`src/rtl/clk_enable_bank.sv`:
```
// rtl/clk_enable_bank.sv - bank of NCH independent wrap counters producing tick pulses and toggle enables
// Optional macro CLK_ENABLE_BANK_SYNC_EN adds sync_in, which realigns every channel at once.
module clk_enable_bank #(
    parameter int          NCH         = 2,
    parameter int          W           = 27,
    parameter int unsigned DEFAULT_MAX = 99999999
) (
    input  logic           clk,
    input  logic           rst_n,
    input  logic           run,
`ifdef CLK_ENABLE_BANK_SYNC_EN
    input  logic           sync_in,
`endif
    input  logic           cfg_valid,
    output logic           cfg_ready,
    input  logic [2:0]     cfg_ch,
    input  logic [W-1:0]   cfg_max,
    input  logic           cfg_mode,
    output logic [NCH-1:0] tick,
    output logic [NCH-1:0] clk_enable
);

    localparam logic [W-1:0] DEF_MAX = W'(DEFAULT_MAX);

    logic [W-1:0]   cnt_q    [NCH];
    logic [W-1:0]   cnt_d    [NCH];
    logic [W-1:0]   max_q    [NCH];
    logic [W-1:0]   max_d    [NCH];
    logic [W-1:0]   sh_max_q [NCH];
    logic [W-1:0]   sh_max_d [NCH];
    logic [NCH-1:0] mode_q, mode_d;
    logic [NCH-1:0] sh_mode_q, sh_mode_d;
    logic [NCH-1:0] level_q, level_d;
    logic [NCH-1:0] tick_q, tick_d;
    logic [NCH-1:0] pend_q, pend_d;
    logic [NCH-1:0] wrap_c, apply_c, wr_c;

    // Out-of-range channel indices always look ready so writes to them are swallowed.
    always_comb begin
        cfg_ready = 1'b1;
        for (int i = 0; i < NCH; i++) begin
            if (cfg_ch == 3'(i)) cfg_ready = ~pend_q[i];
        end
    end

    always_comb begin
        for (int i = 0; i < NCH; i++) begin
            cnt_d[i]     = cnt_q[i];
            max_d[i]     = max_q[i];
            sh_max_d[i]  = sh_max_q[i];
            mode_d[i]    = mode_q[i];
            sh_mode_d[i] = sh_mode_q[i];
            level_d[i]   = level_q[i];
            pend_d[i]    = pend_q[i];
            tick_d[i]    = 1'b0;

            wrap_c[i]  = run && (cnt_q[i] == max_q[i]);
            apply_c[i] = pend_q[i] && (wrap_c[i] || !run);
            wr_c[i]    = cfg_valid && cfg_ready && (cfg_ch == 3'(i));

            if (run) begin
                cnt_d[i] = wrap_c[i] ? '0 : cnt_q[i] + W'(1);
            end
            if (wrap_c[i]) begin
                level_d[i] = ~level_q[i];
                tick_d[i]  = 1'b1;
            end
`ifdef CLK_ENABLE_BANK_SYNC_EN
            if (sync_in) begin
                cnt_d[i]   = '0;
                level_d[i] = 1'b0;
                tick_d[i]  = 1'b0;
                apply_c[i] = pend_q[i];
            end
`endif
            // A write needs pend_q low and an apply needs it high, so the two never collide.
            if (apply_c[i]) begin
                max_d[i]  = sh_max_q[i];
                mode_d[i] = sh_mode_q[i];
                pend_d[i] = 1'b0;
            end
            if (wr_c[i]) begin
                sh_max_d[i]  = cfg_max;
                sh_mode_d[i] = cfg_mode;
                pend_d[i]    = 1'b1;
            end
        end
    end

    always_ff @(posedge clk) begin
        if (!rst_n) begin
            for (int i = 0; i < NCH; i++) begin
                cnt_q[i]    <= '0;
                max_q[i]    <= DEF_MAX;
                sh_max_q[i] <= DEF_MAX;
            end
            mode_q    <= '1;
            sh_mode_q <= '1;
            level_q   <= '0;
            tick_q    <= '0;
            pend_q    <= '0;
        end else begin
            for (int i = 0; i < NCH; i++) begin
                cnt_q[i]    <= cnt_d[i];
                max_q[i]    <= max_d[i];
                sh_max_q[i] <= sh_max_d[i];
            end
            mode_q    <= mode_d;
            sh_mode_q <= sh_mode_d;
            level_q   <= level_d;
            tick_q    <= tick_d;
            pend_q    <= pend_d;
        end
    end

    assign tick = tick_q;

    always_comb begin
        for (int i = 0; i < NCH; i++) begin
            clk_enable[i] = mode_q[i] ? level_q[i] : tick_q[i];
        end
    end

endmodule

```
`config.mk`:
```
export PLATFORM = sky130hd
export DESIGN_NAME = clk_enable_bank
export DESIGN_NICKNAME = d
export VERILOG_FILES = /design/src/rtl/clk_enable_bank.sv
export SDC_FILE = /design/constraint.sdc
export NUM_CORES = 1
export LEC_CHECK = 0
export CORE_ASPECT_RATIO = 0.9
export CORE_MARGIN = 3
export CORE_UTILIZATION = 30
export CTS_CLUSTER_SIZE = 16
export DETAILED_ROUTE_END_ITERATION = 12
export PLACE_DENSITY = 0.51
export SETUP_SLACK_MARGIN = 0.15
export SLEW_MARGIN = 20
export SYNTH_ARGS = -nofsm -noshare
export SYNTH_HDL_FRONTEND = slang
export SYNTH_SLANG_ARGS = --single-unit
```
`constraint.sdc`:
```
create_clock -name clk -period 2.6 [get_ports clk]
set_clock_uncertainty 0.15 [all_clocks]
set_input_delay 0.39 -clock clk [delete_from_list [all_inputs] [get_ports clk]]
set_output_delay 0.39 -clock clk [all_outputs]
set_load 0.01 [all_outputs]
```
==> results by group <==
Final layout
  – Non-Filler Instances: 1257
  – # diodes: 0
  – FILL cells: around 2700
  – Leading cell type in the layout, fill and taps excluded: dfxtp_1
  – Area Growth Syn to Fin: 19.3%
  – Register area: about 3400 sq um
  – Core Util, Final: 0.366
  – Most frequent cells in the layout: dfxtp_1, nand2_1, xor2_1
  – Area taken by multi-input logic gates: just over 4000 sq um
  – Ratio of cells with drive above 1 in the final layout: 0.0863
  – Layout Nets: about 940

Logic synthesis
  – Syn Area/Cell: between 9 and 10 sq um
  – Sequential area share after synthesis: 0.444
  – Netlist cell types: 41
  – Mapped Cells: 860
  – Post-Syn Area: around 7800 sq um
  – #FFs+latches synth: about 170
  – Top FF cell, synth: dfxtp_1
  – Post-Synthesis Net Count: approximately 900
  – Number of flops mapped to enable cells by yosys: 0
  – Asr flop ratio synth: 0
  – Synth warn: 0

Floorplanning
  – Initial Util: 0.306
  – Ports: 40
  – Row count: 55
  – Die width: 176 microns
  – Die height: ~160 microns
  – Die area: 27800 sq um
  – Core footprint: around 25000 sq um

Outcome
  – Outcome: completed

Routing
  – Via count: 5686
  – Antenna-violating nets left: 0
  – Initial DRT Pass Iterations: 4
  – Routed WL: 18200 microns
  – Via/cell ratio: ~4.5
  – DR WL/cell: between 10 and 15 microns
  – DRC violations left: 0
  – 1st-iter DRT viols: 320

STA
  – Unrepaired setup endpoints after global routing: no
  – Post-layout minimum cycle time: roughly 2300 ps
  – Max-slew headroom: 0.700
  – Final Max Tran Viols: 0
  – Worst-margin pin slew: around 450 ps
  – Final Hold Fails: 0
  – Max Fclk: approximately 430 MHz
  – Period utilisation layout: 0.899
  – Fin Setup TNS: 0 ps
  – Final setup vio count: 0

CTS
  – Hold bufs inserted after CTS: 0
  – Bufs on Longest Clock Path: 2
  – Worst skew pair latency: around 430 ps
  – Worst-path clk slew: roughly 60 ps
  – TritonCTS clock tree: done
  – Resized cells post-CTS: 0
  – CTS buffer count: 17
  – Sink Count: about 170
  – # H-tree levels: 4
  – Setup bufs post-CTS: 0
  – Clock Tree Root: clkbuf_16

Global routing
  – Antenna violations before repair: 0
  – Global-route wire length before repair: slightly below 30000 microns
  – Vias in the first global route: 5361
  – Overall Global Routing Usage: 0.134
  – GR Overflow Total: 0
  – Largest net degree at the start of global routing: just over 40

Setup path
  – Worst R2R Path Depth: 7
  – Worst EP required: 2060 ps
  – Reg-to-reg endpoint: cnt_q[0][41]
  – Critical Path Source Type: input port
  – Critical-path maximum fanout: 2
  – FF-to-FF setup slack: 360 ps
  – Worst Setup Path Type: in -> out
  – Crit end category: output pin
  – Crit path arrival time: 1800 ps
  – RR Startpoint: cnt_q[0][39]

Power and ir drop
  – Leak: between 3 and 4 nW
  – Pwr Total: 5.77 mW
  – Peak supply drop: between 0.0004 and 0.0005 V
  – Pwr/cell area: 623 nW/um^2

Place
  – DP Cell Count: 1225
  – DPL Wire Length: 13100 microns
  – GP Congestion: between 0.7 and 0.8
  – Port bufs: 39

Job
  – Max_cap viols: 0

Worst hold path
  – Hold Crit Depth: 2
  – Hold Crit Class: in -> reg
  – Hold Path End: sh_mode_q[0]
  – Min-delay src: rst_n
-- cell type report --
class	count	share of cell area
Multi-Input combinational cell	637	0.436
Timing Repair Buffer	69	0.0743
Inverter	5	0.00203
Clock inverter	13	0.0231
Tap cell	342	0.0462
Clock buffer	19	0.0467
Sequential cell	172	0.372
-- power by group --
group          total (mW)  switching [mW]  internal (mW)
sequential           2.69          0.0230           2.67
combinational       0.270           0.139          0.131
clock                2.81            1.09           1.72
total                5.77            1.25           4.52
-- synthesized netlist by cell type, types with 9 or more instances --
library cell	n	area [sq um]
clkbuf_1	30	113
a21boi_0	21	158
nor2_1	62	233
nor3_1	10	50.1
nor4_1	11	68.8
dfxtp_1	172	3440
mux2i_1	57	571
xor2_1	85	744
nor2b_1	80	500
nand2_1	164	616
nand4_1	15	93.8
xnor2_1	20	175
nand3_1	61	305
and3_1	9	56.3
-- worst max-delay path, cell delays in order --
cell and delay, ps:
clkdlybuf4s50_1 490, mux2_2 340, nand2_1 60, clkdlybuf4s50_1 520
-- metrics by stage --
stage / hold slack [ps] / instance area [sq um] / worst slack (ps)
after global routing: 228 / 9260 / 154
after global placement: 303 / 8620 / 135
after detailed placement: 304 / 8620 / 105
after CTS: 190 / 9260 / 257
final: 203 / 9260 / 263
after floorplan: 288 / 7760 / 654
-- worst max-delay path by stage --
| stage | cells past startpoint | slack [ps] | end | start |
|---|---|---|---|---|
| 6_report | 4 | 260 | cfg_ready | cfg_ch[0] |
| 5_1_grt | 6 | 150 | max_q[0][9] | cnt_q[0][13] |
| 4_1_cts | 4 | 260 | cfg_ready | cfg_ch[0] |
| 3_5_place_dp | 6 | 100 | cnt_q[0][53] | run |
| 3_3_place_gp | 6 | 140 | cnt_q[0][50] | run |
| 2_1_floorplan | 8 | 650 | max_q[0][10] | cnt_q[0][3] |
-- cells by family after synthesis --
family / after synthesis / synth area share
muxes: 60 / 0.0779
AOI/OAI and AO/OA: 32 / 0.0364
and+or+nand+nor: 438 / 0.279
DFF: 172 / 0.444
buffers and inverters: 51 / 0.0409
adders and majority gates: 2 / 0.00322
xor gates and xnor gates: 105 / 0.118
-- state kept, by name (all words and copies together) (netlist names) --
name,cells
cnt_q,54
max_q,54
sh_max_q,54
level_q,2
mode_q,2
pend_q,2
sh_mode_q,2
tick,2
-- routing by layer --
layer	part of all wire	vias to the layer above	track usage
met5	0	-	0
met4	0.0083	0	0.0396
met3	0.034	9	0.0267
met2	0.39	84	0.183
met1	0.57	2655	0.210
li1	-	2938	-
Power figures use the tool's default switching activity.
